`config.mk`:
```
export PLATFORM = sky130hd
export DESIGN_NAME = id_ex_stage
export DESIGN_NICKNAME = d
export VERILOG_FILES = /design/src/rtl/id_ex_stage.sv
export SDC_FILE = /design/constraint.sdc
export NUM_CORES = 1
export LEC_CHECK = 0
export CORE_ASPECT_RATIO = 1.25
export CORE_MARGIN = 5
export CORE_UTILIZATION = 30
export DETAILED_ROUTE_END_ITERATION = 10
export HOLD_SLACK_MARGIN = 0.08
export PLACE_DENSITY_LB_ADDON = 0.15
export SYNTH_ARGS = -nofsm -noshare
export SYNTH_HDL_FRONTEND = slang
export SYNTH_SLANG_ARGS = --single-unit
export TNS_END_PERCENT = 5
```
`constraint.sdc`:
```
create_clock -name cpu_clk -period 2.7 [get_ports cpu_clk]
set_input_delay 0.27 -clock cpu_clk [delete_from_list [all_inputs] [get_ports cpu_clk]]
set_output_delay 0.27 -clock cpu_clk [all_outputs]
set_load 0.005 [all_outputs]
```
`src/rtl/id_ex_stage.sv`:
```
// ID/EX pipeline register of the RV32I core: captures control and operands,
// injects bubbles on load-use hazards and EX redirects, and counts both events.
module id_ex_stage #(
    parameter int unsigned DATA_W = 32,
    parameter int unsigned CTRL_W = 16,
    parameter int unsigned CNT_W  = 16
) (
    input  logic              cpu_clk,
    input  logic              cpu_rst_n,
    input  logic              id_valid,
    input  logic [CTRL_W-1:0] id_ctrl,
    input  logic [DATA_W-1:0] id_pc,
    input  logic [DATA_W-1:0] id_imm,
    input  logic [DATA_W-1:0] id_rd1,
    input  logic [DATA_W-1:0] id_rd2,
    input  logic [4:0]        id_rs1,
    input  logic [4:0]        id_rs2,
    input  logic [4:0]        id_rd,
    input  logic              id_rs1_used,
    input  logic              id_rs2_used,
    input  logic              ex_redirect,
    output logic              ex_valid,
    output logic [CTRL_W-1:0] ex_ctrl,
    output logic [DATA_W-1:0] ex_pc,
    output logic [DATA_W-1:0] ex_imm,
    output logic [DATA_W-1:0] ex_rd1,
    output logic [DATA_W-1:0] ex_rd2,
    output logic [4:0]        ex_rs1,
    output logic [4:0]        ex_rs2,
    output logic [4:0]        ex_rd,
    output logic              stall_if,
    output logic              flush_id,
    output logic [CNT_W-1:0]  stall_cnt,
    output logic [CNT_W-1:0]  flush_cnt
);

    logic              ex_valid_q, ex_valid_d;
    logic [CTRL_W-1:0] ex_ctrl_q, ex_ctrl_d;
    logic [DATA_W-1:0] ex_pc_q, ex_pc_d;
    logic [DATA_W-1:0] ex_imm_q, ex_imm_d;
    logic [DATA_W-1:0] ex_rd1_q, ex_rd1_d;
    logic [DATA_W-1:0] ex_rd2_q, ex_rd2_d;
    logic [4:0]        ex_rs1_q, ex_rs1_d;
    logic [4:0]        ex_rs2_q, ex_rs2_d;
    logic [4:0]        ex_rd_q, ex_rd_d;
    logic [CNT_W-1:0]  stall_cnt_q, stall_cnt_d;
    logic [CNT_W-1:0]  flush_cnt_q, flush_cnt_d;
    logic              hz;

    // Load in EX writing a nonzero rd that the ID instruction actually reads.
    always_comb begin
        hz = ex_valid_q & ex_ctrl_q[2] & ex_ctrl_q[0] & (ex_rd_q != 5'd0) & id_valid &
             ((id_rs1_used & (id_rs1 == ex_rd_q)) | (id_rs2_used & (id_rs2 == ex_rd_q)));
    end

    assign stall_if = hz & ~ex_redirect;
    assign flush_id = ex_redirect;

    always_comb begin
        ex_valid_d = id_valid;
        ex_ctrl_d  = id_valid ? id_ctrl : '0;
        ex_pc_d    = id_pc;
        ex_imm_d   = id_imm;
        ex_rd1_d   = id_rd1;
        ex_rd2_d   = id_rd2;
        ex_rs1_d   = id_rs1;
        ex_rs2_d   = id_rs2;
        ex_rd_d    = id_rd;
        if (ex_redirect || hz) begin
            ex_valid_d = 1'b0;
            ex_ctrl_d  = '0;
            ex_pc_d    = '0;
            ex_imm_d   = '0;
            ex_rd1_d   = '0;
            ex_rd2_d   = '0;
            ex_rs1_d   = '0;
            ex_rs2_d   = '0;
            ex_rd_d    = '0;
        end

        stall_cnt_d = stall_cnt_q;
        if (stall_if && (stall_cnt_q != '1)) begin
            stall_cnt_d = stall_cnt_q + CNT_W'(1);
        end
        flush_cnt_d = flush_cnt_q;
        if (ex_redirect && (flush_cnt_q != '1)) begin
            flush_cnt_d = flush_cnt_q + CNT_W'(1);
        end
    end

    always_ff @(posedge cpu_clk) begin
        if (!cpu_rst_n) begin
            ex_valid_q  <= 1'b0;
            ex_ctrl_q   <= '0;
            ex_pc_q     <= '0;
            ex_imm_q    <= '0;
            ex_rd1_q    <= '0;
            ex_rd2_q    <= '0;
            ex_rs1_q    <= '0;
            ex_rs2_q    <= '0;
            ex_rd_q     <= '0;
            stall_cnt_q <= '0;
            flush_cnt_q <= '0;
        end else begin
            ex_valid_q  <= ex_valid_d;
            ex_ctrl_q   <= ex_ctrl_d;
            ex_pc_q     <= ex_pc_d;
            ex_imm_q    <= ex_imm_d;
            ex_rd1_q    <= ex_rd1_d;
            ex_rd2_q    <= ex_rd2_d;
            ex_rs1_q    <= ex_rs1_d;
            ex_rs2_q    <= ex_rs2_d;
            ex_rd_q     <= ex_rd_d;
            stall_cnt_q <= stall_cnt_d;
            flush_cnt_q <= flush_cnt_d;
        end
    end

    assign ex_valid  = ex_valid_q;
    assign ex_ctrl   = ex_ctrl_q;
    assign ex_pc     = ex_pc_q;
    assign ex_imm    = ex_imm_q;
    assign ex_rd1    = ex_rd1_q;
    assign ex_rd2    = ex_rd2_q;
    assign ex_rs1    = ex_rs1_q;
    assign ex_rs2    = ex_rs2_q;
    assign ex_rd     = ex_rd_q;
    assign stall_cnt = stall_cnt_q;
    assign flush_cnt = flush_cnt_q;

endmodule

```
* Word-level counts from Yosys, hierarchy flattened
Cells that the tools add are included.
** Word-level totals
- Bits in writable memories :: 0
- Register bits after elaboration :: 192
- Bits in read-only memories :: 0
- Memories :: 0
- Output and inout port bits :: 194
- Word-level logic and storage cells :: 35
- Bits in latches :: 0
- Bits of input ports :: 165
** Operators by class
- Shifts and indexed selects :: 0
- Bitwise gates (word level) :: 12
- Magnitude comparators :: 0
- Add/sub/neg operators :: 2
- Divide/modulo/power cells :: 0
- Eq/ne operators :: 4
- Multiplexer cells :: 0
- $mul :: 0
- Reduce and logical (&&, ||, !) cells :: 6
** Operators with widths (number)
- $add A16 B1 Y16 const B :: 2
- $ne A16 B16 Y1 const B :: 2
- $eq A5 B5 Y1 :: 2
- $and A1 B1 Y1 :: 8
- $reduce_bool A5 Y1 :: 1
- $not A1 Y1 :: 3
- $reduce_or A3 Y1 :: 1
- $logic_and A1 B1 Y1 :: 2
- $reduce_or A2 Y1 :: 1
- $logic_or A1 B1 Y1 :: 1
- $or A1 B1 Y1 :: 1

* Longest topological paths before layout
- Depth after elaboration :: 7
- Gate-level depth with buffers :: 7

* Worst setup path before layout
OpenSTA, ideal clock, no wires.
- Path type :: reg2reg
- From :: register ex_rd_q[3], in the netlist ex_rd[3]
- To :: register ex_imm_q[0], in the netlist ex_imm[0]
- Arrival :: 1.743 ns
- Period minus slack after synthesis :: 1.858 ns
- Slack :: 0.842 ns
- Cell stages (with the launch flop) :: 8
- Data required time :: 2.585 ns
- Path through :: dfxtp_1 > xor2_1 > nor4_2 > a32oi_2 > o211a_1 > buf_2 > clkbuf_2 > and2_1
** On the way
- Cells in the longest elaborated chain, start to end :: 6
** RTL lines
- start: declaration :: RTL line 45 : logic [4:0] ex_rd_q, ex_rd_d;
- start signal: assignment :: RTL line 113 : ex_rd_q <= ex_rd_d;
- $eq A5 B5 Y1 or $reduce_bool A5 Y1 (tied branches) :: RTL line 53, 52
- $and A1 B1 Y1 (on tied branches) :: RTL line 53, 52
- $or A1 B1 Y1 or $and A1 B1 Y1 (tied branches) :: RTL line 53, 52
- $and A1 B1 Y1 * :: RTL line 52 : hz = ex_valid_q & ex_ctrl_q[2] & ex_ctrl_q[0] & (ex_rd_q != 5'd0) & id_valid &
- $logic_or A1 B1 Y1 * :: RTL line 69 : if (ex_redirect || hz) begin
- $reduce_or A2 Y1 (no source line) *
- end signal: assignment :: RTL line 108 : ex_imm_q <= ex_imm_d;
- end: declaration :: RTL line 40 : logic [DATA_W-1:0] ex_imm_q, ex_imm_d;
Mark *: on every way between the ends. The rest lies on a longest branch, timed or not.
A chain may end at the register's enable or synchronous reset.

* Worst setup path after layout
- From :: register ex_rd_q[3], in the netlist ex_rd[3]
- To :: output port stall_if
** On the way
- Cells in the longest elaborated chain, start to end :: 5
** RTL lines
- $eq A5 B5 Y1 or $reduce_bool A5 Y1 (tied branches) :: RTL line 53, 52
- $and A1 B1 Y1 (on tied branches) :: RTL line 53, 52
- $or A1 B1 Y1 or $and A1 B1 Y1 (tied branches) :: RTL line 53, 52
- $and A1 B1 Y1 * :: RTL line 52
- $and A1 B1 Y1 * :: RTL line 56 : assign stall_if = hz & ~ex_redirect;
- end: declaration :: RTL line 31 : output logic stall_if,
Marked as above.

==> results.json <==
{
  "outcome": "completed",
  "hold_start": "id_imm[15]",
  "finalSetupViolCount": 0,
  "ant_nets": 0,
  "port-buffer-count": 358,
  "synth_cells": 560,
  "antenna_found_initial": 1,
  "grtUsageMet2_pct": 30.56,
  "cts_setup_buffers": 0,
  "wl_per_cell_um": 16.52,
  "yosysWarnings": 0,
  "syn_nets": 727,
  "synth_flop_cell": "dfxtp_1",
  "fin_util_pct": 52.74,
  "cts_made_buffers": 17,
  "yosys.cell_count.top_type": "dfxtp_1",
  "netlist_area_um2": 6117,
  "skew_ns": 0.01532,
  "async_flop_share_pct": 0,
  "dr.pass1.iters": 4,
  "io_pins": 359,
  "vias": 5093,
  "synth_common_cells": "192 x dfxtp_1, 148 x and2_1, 28 x nand2_1",
  "worstPathRequired_ns": 2.43,
  "p_per_area_nw_per_um2": 564.3,
  "rsz0062_at_grt": "no",
  "htree_levels": 4,
  "hold_viol": 0,
  "fin_crit_sh_pct": 93.30,
  "die_x_um": 137.7,
  "fp.dieH_um": 169.7,
  "cp_max_fo": 4,
  "use_met1_pct": 17.27,
  "cts_tree": "done",
  "clkTransAtPathRegs_ns": 0.08,
  "critPathKind": "register to primary output",
  "grt_start_max_net_pins": 42,
  "root_buffer": "clkbuf_16",
  "yosys.area.top_type_share_pct": 62.83,
  "start_util_pct": 30.43,
  "wl_um": 19880,
  "relSlewSlack_pct": 58.09,
  "p_leak_nw": 4.051,
  "seq_area_frac_synth_pct": 62.83,
  "rows": 58,
  "cts_buffer_depth": 2,
  "dieArea_um2": 23360,
  "drt_iter0_drc": 173,
  "synth.top_cells.by_area": "dfxtp_1 63%, and2_1 15%, and3_1 2.2%, xor2_1 2.1%, nand2_1 1.7%",
  "grt_pass1_vias": 5108,
  "finalNetCount": 1086,
  "place_congestion": 0.8132,
  "grt_usage_pct": 16.84,
  "drive_above_1_share_pct": 5.150,
  "post_cts_resized": 0,
  "worstHoldPathType": "primary input to register",
  "cts_sinks": 192,
  "dp_hpwl_um": 15850,
  "yosysTopAreaCell": "dfxtp_1",
  "maxCapViolations": 0,
  "synth_edf_count": 0,
  "core-area_um2": 20100,
  "synth_cell_types": 44,
  "min_period_ns": 2.519,
  "ir_worst_vdd_uv": 374.2,
  "drc": 0,
  "start_kind": "register",
  "arrival_ns": 2.25,
  "fmaxAchievable_ghz": 0.3970,
  "crit_path_end_kind": "primary output",
  "areaGrowthSynthToFinish_pct": 73.33,
  "finalMaxSlewViolations": 0,
  "total_power_mw": 5.983,
  "via_per_inst": 4.234,
  "grt-busiest-layer": "met2",
  "grt_overflow": 0,
  "setup_tns_ns": 0,
  "worst_pin_slew_ns": 0.6263,
  "setup.worst_path.start": "ex_rd[3]",
  "ctsHoldBuffers": 0,
  "post_synth.cell_area_avg_um2": 10.92,
  "clk_latency_ns": 0.42,
  "synth-seq-cells": 192,
  "grt_pass1_wl_um": 29600,
  "rr_startpoint": "ex_rd[3]",
  "grt.met3_usage_pct": 7.651
}
-- metrics by stage --
stage	worst slack (ns)	area [µm²]	hold WS, ns	cells
final	0.1808	10600	0.3964	1203
after global routing	0.06886	10600	0.3716	1202
after CTS	0.09587	10590	0.3710	1202
after detailed placement	0.2537	10020	0.4855	1170
after global placement	0.2645	10020	0.4869	1170
after floorplan	0.8425	6117	0.3917	560
-- per-layer routing --
metal | part of all wire, % | wire [µm]
met1 | 35 | 6994
met2 | 53 | 10510
met3 | 10 | 2074
met4 | 1.5 | 295
met5 | 0 | 0
-- sequential cells by signal (all words and copies together), names as in the netlist --
register / count
flush_cnt: 16
ex_valid: 1
ex_rd: 5
stall_cnt: 16
ex_ctrl: 16
ex_rd2: 32
ex_rd1: 32
ex_pc: 32
ex_imm: 32
ex_rs1: 5
ex_rs2: 5
-- cell type report --
cell class / count / area, µm²
Sequential cell: 192 / 3844
Clock inverter: 14 / 142.6
Clock buffer: 18 / 429.2
Inverter: 5 / 18.77
Tap cell: 270 / 337.8
Fill cell: 1877 / 9499
Multi-Input combinational cell: 335 / 2145
Antenna cell: 1 / 2.502
Timing Repair Buffer: 368 / 3684
-- logic make-up (layout without fill, tap and decap cells) --
group	after synthesis	count (layout)	share of synthesized area [%]
and+or+nand+nor	271	271	26.06
DFF	192	192	62.83
AOI/OAI and AO/OA	35	35	4.214
buffers and inverters	33	405	2.434
xor gates and xnor gates	18	18	2.577
muxes	9	9	1.473
adders and majority gates	2	2	0.4090
other	0	1	0
-- worst max-delay path, stage by stage (launching register included) --
cell and delay, ns:
dfxtp_1 0.46, xor2_1 0.12, nor4_2 0.30, a32oi_2 0.21, nor2_1 0.19, clkdlybuf4s50_1 0.55
-- cells in the final DEF, fill, tap and decap left out, types with 3 or more instances in the layout --
master,instances
a21oi_1,8
and2_1,148
and3_1,22
and4_1,3
buf_4,8
clkbuf_16,17
clkdlybuf4s50_1,358
clkinv_4,3
dfxtp_1,192
inv_1,4
inv_6,3
inv_8,4
mux2i_1,9
nand2_1,28
nand2b_1,10
nand3_1,10
nand4_1,8
nor2_1,16
nor3_1,4
nor4_1,8
nor4_2,3
o211ai_1,4
o21ai_0,4
o31ai_1,4
o41ai_1,3
or4_1,4
xnor2_1,3
xor2_1,15
-- final timing paths --
path / slack [ns] / end / cells past startpoint
setup / recovery: 0.18 / stall_if / 5
hold reg to reg: 0.50 / stall_cnt[9] / 2
hold / removal: 0.40 / ex_imm[15] / 2
setup reg to reg: 0.57 / stall_cnt[14] / 6
-- where the power goes --
part           total (mW)  internal [mW]  switching [mW]
Combinational       0.601          0.428           0.173
Clock                2.42           1.23            1.19
Sequential           2.96           2.93          0.0327
Total                5.98           4.59            1.40
No activity file was read; power rests on OpenSTA's default activity.
